--- src/rtl/samm_pkg.sv ---
// -----------------------------------------------------------------------------
// samm_pkg
// Shared constants and types for the systolic-array result path.
//   N   : array dimension (rows = columns)
//   DW  : result element width
//   AW  : writeback address width
//   NE  : number of grid elements (N*N)
//   IW  : width of an element index
//   drain_state_t : result_drain stream FSM states
// -----------------------------------------------------------------------------
package samm_pkg;

    localparam int N  = 8;
    localparam int DW = 16;
    localparam int AW = 10;
    localparam int NE = N * N;
    localparam int IW = $clog2(NE);

    typedef enum logic [1:0] {
        IDLE   = 2'd0,
        STREAM = 2'd1,
        FINISH = 2'd2
    } drain_state_t;

endpackage

--- src/rtl/drain_sel.sv ---
// -----------------------------------------------------------------------------
// drain_sel
// Generic NE:1 selector of DW-bit elements from a flat grid, indexed by idx.
// Element i sits at bits [i*DW +: DW]. Purely combinational.
// Ports:
//   grid : flat element bank (NE*DW bits)
//   idx  : element index
//   elem : selected element
// -----------------------------------------------------------------------------
module drain_sel #(
    parameter int NE = 64,
    parameter int DW = 16,
    parameter int IW = $clog2(NE)
) (
    input  logic [NE*DW-1:0] grid,
    input  logic [IW-1:0]    idx,
    output logic [DW-1:0]    elem
);

    assign elem = grid[idx*DW +: DW];

endmodule

--- src/rtl/result_drain.sv ---
// -----------------------------------------------------------------------------
// result_drain
// Captures the N x N result grid on the rising edge of done_in, then streams
// it row-major over valid/ready with a write address, so the array can start
// the next multiply while the previous results drain.
//
// Ports:
//   clk        : system clock, all state on rising edge
//   rst        : asynchronous active-high reset
//   done_in    : level done from the array controller (rising edge = capture)
//   c_flat     : result grid, C(r,c) at [(r*N+c)*DW +: DW]
//   base_addr  : writeback start address, sampled at capture
//   out_valid  : stream element valid
//   out_ready  : downstream accepts element
//   out_data   : current element
//   out_addr   : write address of current element (wraps modulo 2^AW)
//   out_last   : marks the final element of the grid
//   busy       : high from capture until the drain completes
//   drain_done : one-cycle pulse after the final transfer
//   overrun    : sticky, a capture edge arrived while still draining
//   checksum   : (RESULT_CHECKSUM_EN only) running sum mod 2^DW of transfers
//
// Build option: define RESULT_CHECKSUM_EN to add the checksum output.
// -----------------------------------------------------------------------------
module result_drain
    import samm_pkg::*;
(
    input  logic             clk,
    input  logic             rst,
    input  logic             done_in,
    input  logic [NE*DW-1:0] c_flat,
    input  logic [AW-1:0]    base_addr,
    output logic             out_valid,
    input  logic             out_ready,
    output logic [DW-1:0]    out_data,
    output logic [AW-1:0]    out_addr,
    output logic             out_last,
    output logic             busy,
    output logic             drain_done,
`ifdef RESULT_CHECKSUM_EN
    output logic [DW-1:0]    checksum,
`endif
    output logic             overrun
);

    drain_state_t     state_r;
    logic             done_q_r;
    logic [NE*DW-1:0] snap_r;
    logic [IW-1:0]    idx_r;

    logic             capture_s;
    logic             xfer_s;
    logic [IW-1:0]    idx_nxt_s;
    logic [DW-1:0]    sel_data_s;

    assign capture_s = done_in & ~done_q_r;
    assign xfer_s    = out_valid & out_ready;
    assign idx_nxt_s = idx_r + IW'(1'b1);

    drain_sel #(
        .NE (NE),
        .DW (DW),
        .IW (IW)
    ) u_sel (
        .grid (snap_r),
        .idx  (idx_r),
        .elem (sel_data_s)
    );

    // Outside a stream the data bus reads zero rather than a stale element.
    assign out_data = out_valid ? sel_data_s : {DW{1'b0}};

    // Done-edge detector, snapshot bank, stream FSM and status flags
    always_ff @(posedge clk or posedge rst) begin
        if (rst) begin
            state_r    <= IDLE;
            done_q_r   <= 1'b0;
            snap_r     <= {(NE*DW){1'b0}};
            idx_r      <= {IW{1'b0}};
            out_valid  <= 1'b0;
            out_addr   <= {AW{1'b0}};
            out_last   <= 1'b0;
            busy       <= 1'b0;
            drain_done <= 1'b0;
            overrun    <= 1'b0;
        end else begin
            done_q_r <= done_in;

            // A capture edge outside IDLE is dropped; the snapshot stays intact.
            if (capture_s && (state_r != IDLE)) begin
                overrun <= 1'b1;
            end

            case (state_r)
                IDLE: begin
                    if (capture_s) begin
                        snap_r    <= c_flat;
                        out_addr  <= base_addr;
                        idx_r     <= {IW{1'b0}};
                        out_valid <= 1'b1;
                        out_last  <= (NE == 1);
                        busy      <= 1'b1;
                        state_r   <= STREAM;
                    end
                end
                STREAM: begin
                    if (xfer_s) begin
                        idx_r    <= idx_nxt_s;
                        out_addr <= out_addr + AW'(1'b1);
                        if (out_last) begin
                            out_valid  <= 1'b0;
                            out_last   <= 1'b0;
                            drain_done <= 1'b1;
                            state_r    <= FINISH;
                        end else begin
                            out_last <= (idx_nxt_s == IW'(NE - 1));
                        end
                    end
                end
                FINISH: begin
                    drain_done <= 1'b0;
                    busy       <= 1'b0;
                    state_r    <= IDLE;
                end
                default: begin
                    out_valid  <= 1'b0;
                    out_last   <= 1'b0;
                    drain_done <= 1'b0;
                    busy       <= 1'b0;
                    state_r    <= IDLE;
                end
            endcase
        end
    end

`ifdef RESULT_CHECKSUM_EN
    // Running sum of transferred elements, restarted by each accepted capture
    always_ff @(posedge clk or posedge rst) begin
        if (rst) begin
            checksum <= {DW{1'b0}};
        end else if ((state_r == IDLE) && capture_s) begin
            checksum <= {DW{1'b0}};
        end else if (xfer_s) begin
            checksum <= checksum + out_data;
        end
    end
`endif

endmodule

--- config.mk ---
export PLATFORM = sky130hd
export DESIGN_NAME = result_drain
export DESIGN_NICKNAME = d
export VERILOG_FILES = /design/src/rtl/samm_pkg.sv /design/src/rtl/drain_sel.sv /design/src/rtl/result_drain.sv
export SDC_FILE = /design/constraint.sdc
export NUM_CORES = 2
export LEC_CHECK = 0
export BUFFER_PORTS_ARGS = -buffer_cell sky130_fd_sc_hd__buf_2
export CORE_AREA = 5 5 409 411
export DETAILED_ROUTE_END_ITERATION = 6
export DIE_AREA = 0 0 414 416
export MAX_ROUTING_LAYER = met4
export PLACE_DENSITY_LB_ADDON = 0.15
export SLEW_MARGIN = 15
export SYNTH_ARGS = -nofsm -noshare
export SYNTH_HDL_FRONTEND = slang
export SYNTH_SLANG_ARGS = --single-unit
--- constraint.sdc ---
create_clock -name clk -period 46.4 [get_ports clk]
set_clock_uncertainty 0.05 [all_clocks]
set_input_delay 11.6 -clock clk [delete_from_list [all_inputs] [get_ports clk]]
set_output_delay 11.6 -clock clk [all_outputs]
set_load 0.005 [all_outputs]
==> metrics.md <==
| Metric | Value |
|---|---|
| Unrepaired setup endpoints after global routing | no |
| Max Slew Vio Count | 0 |
| Crit end category | output pin |
| Dpl hpwl | 159000 µm |
| Die H | 416 µm |
| Post-synthesis cell count | 5104 |
| Io pins | 1069 |
| Seq/Total Area, Yosys | 54.9% |
| EDFF count, synth | 0 |
| Routability cong. | 0.883 |
| Clock Latency Late Sink | 0.72 ns |
| All-Layer GR Usage | 24.6% |
| Total CTS buffers | 130 |
| Syn avg cell area | 9.35 µm² |
| CTS tree | yes |
| Filler Cells Inserted | 17200 |
| CTS Root Cell | clkbuf_16 |
| HP Class | reg -> reg |
| Core Footprint | 164000 µm² |
| Highest Clock Rate | 60.2 MHz |
| Post-synth net total | 6145 |
| Period Utilization, post-route | 35.8% |
| GR Overflow Total | 0 |
| Die footprint | 172000 µm² |
| Yosys top cell area share | 54.9% |
| Vias/cell | 4.76 |
| Initial antenna violation count | 61 |
| FF+latch count, synth | 1048 |
| Initial Utilization | 29.2% |
| Async set or reset register ratio after synthesis | 100% |
| Synth warn | 0 |
| WL per Instance | 25.2 µm |
| Ratio of cells with drive above 1 in the final layout | 25.6% |
| # Post-CTS Setup Buffers | 0 |
| Post-DRT Antenna Nets | 0 |
| Largest net degree at the start of global routing | 199 |
| Number of library cell types mapped by synthesis | 52 |
| Post-route insts no fill | 8358 |
| Clk slew on worst S/H paths | 0.06 ns |
| Count of hold buffers inserted by post-cts repair | 0 |
| Outcome | completed |
| Post-synth design cell area | 47700 µm² |
| Max-cap viol count | 0 |
| Remaining DRCs | 0 |
| Yosys top cell by area | dfrtp_1 |
| Synth top cells by count | nand2_1, dfrtp_1, mux4_2 |
| Met3 routed WL | 11100 µm |
| Clock buffer depth | 3 |
| Via count | 39800 |
| Port Buffers | 1068 |
| Area Growth Syn to Fin | 23.8% |
| Leakage | 31.2 nW |
| Starting DRT DRC Count | 3271 |
| Most instantiated library cell after synthesis | nand2_1 |
| Rel. slew slack | 12.7% |
| Vias in the first global route | 41600 |
| Peak VDD IR | 0.0000339 V |
| Main synth FF type | dfrtp_1 |
| Std cell rows | 149 |
| Worst slew pin tran | 1.30 ns |
| Tmin final | 16.62 ns |
| Worst EP required | 34.75 ns |
| Post-cts gate resize count | 0 |
| DP Cell Count | 8088 |
| PwrDens | 42.5 nW/µm² |
| Highest routed layer | met4 |
| WS Path Type | reg -> out |
| First-pass GRT wire length | 299000 µm |
| Setup tns final | 0 ns |
| Fin. Hold Viols | 0 |
| DR WL met2 | 105000 µm |
| Clock sinks | 1048 |
| Routed WL | 211000 µm |
| Endpoints failing setup | 0 |
| Area contributors post-synth | dfrtp_1, nand2_1, mux4_2 |
| CP startpoint kind | flip-flop |
| Horiz. Die Dim | 414 µm |
| H-tree Lvls | 4 |
| Pre-antenna DRT Iters | 5 |
| Metal1 wirelength | 87200 µm |
| CP arrival | 4.97 ns |
| Fin nets | 7073 |
| Worst-path fanout max | 104 |
[layout by cell type, fill, tap and decap left out, types with 10 or more instances in the layout]
cell	n
buf_4	44
mux2i_1	130
clkbuf_8	27
nand2_1	3123
diode_2	49
dfrtp_1	1044
o221ai_1	10
a221oi_1	15
nor2_1	20
mux4_2	240
o211ai_1	11
o22ai_1	54
clkbuf_16	134
o21ai_0	23
clkinv_2	14
a21oi_1	17
buf_2	1068
clkbuf_1	31
[flip-flops by register name, summed over array words and instances (netlist names)]
register and flops:
out_addr 10, idx_r 6, snap_r 1024, state_r 2, drain_done 1, out_last 1, busy 1, overrun 1
done_q_r 1, out_valid 1
[worst max-delay path, cell delays in order, from the launching register on]
cell and delay (ns):
dfrtp_4 0.94, buf_12 0.62, nand2b_1 0.77, o22ai_1 0.36
o211ai_1 0.21, o22ai_1 0.75, buf_2 0.25
[cell type report]
class	count	area, µm²	area share [%]
clock buffers	192	3840	6.50
clock inverters	28	324	0.548
inverters	6	30.0	0.0508
repair buffers	1123	5880	9.94
multi-input cells	3723	20000	33.8
well taps	2189	2740	4.63
flip-flops and latches	1048	26200	44.4
diodes	49	123	0.207
[kinds of logic after synthesis]
kind of cell / after synthesis / synth area share (%)
and+or+nand+nor: 3190 / 25.4
DFF: 1048 / 54.9
muxes: 371 / 14.1
buffers and inverters: 333 / 3.30
AOI/OAI and AO/OA: 156 / 2.21
xor gates and xnor gates: 3 / 0.0550
adders and majority gates: 3 / 0.0786
[per-stage QoR]
step | utilization (%) | setup WS (ns) | instance area [µm²] | total power [mW] | hold slack, ns
floorplan | - | 5.25 | 47700 | 1.30 | 0.390
global placement | 33.5 | 30.24 | 54800 | 1.54 | 0.402
detailed placement | 33.5 | 30.26 | 54800 | 1.54 | 0.407
CTS | 36.0 | 29.65 | 59000 | 2.56 | 0.421
global route | 36.1 | 29.52 | 59100 | 2.62 | 0.433
finish | 36.1 | 29.78 | 59100 | 2.52 | 0.418
[metal layers]
layer  vias to the layer above  global-route usage (%)
met5                         -                       -
met4                         0                    8.29
met3                       268                    4.53
met2                      1292                    40.7
met1                     19900                    30.4
li1                      18300                       -
[final timing paths]
check / startpoint / endpoint / slack (ns) / cells after the start
worst max-delay path: idx_r[0]$_DFFE_PP0P_ / out_data[10] / 29.78 / 6
worst min-delay path: snap_r[469]$_DFFE_PP0P_ / snap_r[469]$_DFFE_PP0P_ / 0.42 / 2
worst max register to register: state_r[1]$_DFFE_PP0P_ / snap_r[611]$_DFFE_PP0P_ / 41.35 / 7
worst min register to register: snap_r[469]$_DFFE_PP0P_ / snap_r[469]$_DFFE_PP0P_ / 0.42 / 2
max in group asynchronous: rst / snap_r[295]$_DFFE_PP0P_ / 31.51 / 6
min in group asynchronous: rst / snap_r[1001]$_DFFE_PP0P_ / 10.95 / 2
[power by group]
part | total (mW) | internal [mW] | leakage, nW | switching, mW
logic | 0.498 | 0.206 | 15.7 | 0.291
clock network | 1.00 | 0.590 | 2.05 | 0.413
registers | 1.01 | 0.964 | 13.5 | 0.0503
total | 2.52 | 1.76 | 31.2 | 0.755
(Power assumes the default switching activity.)
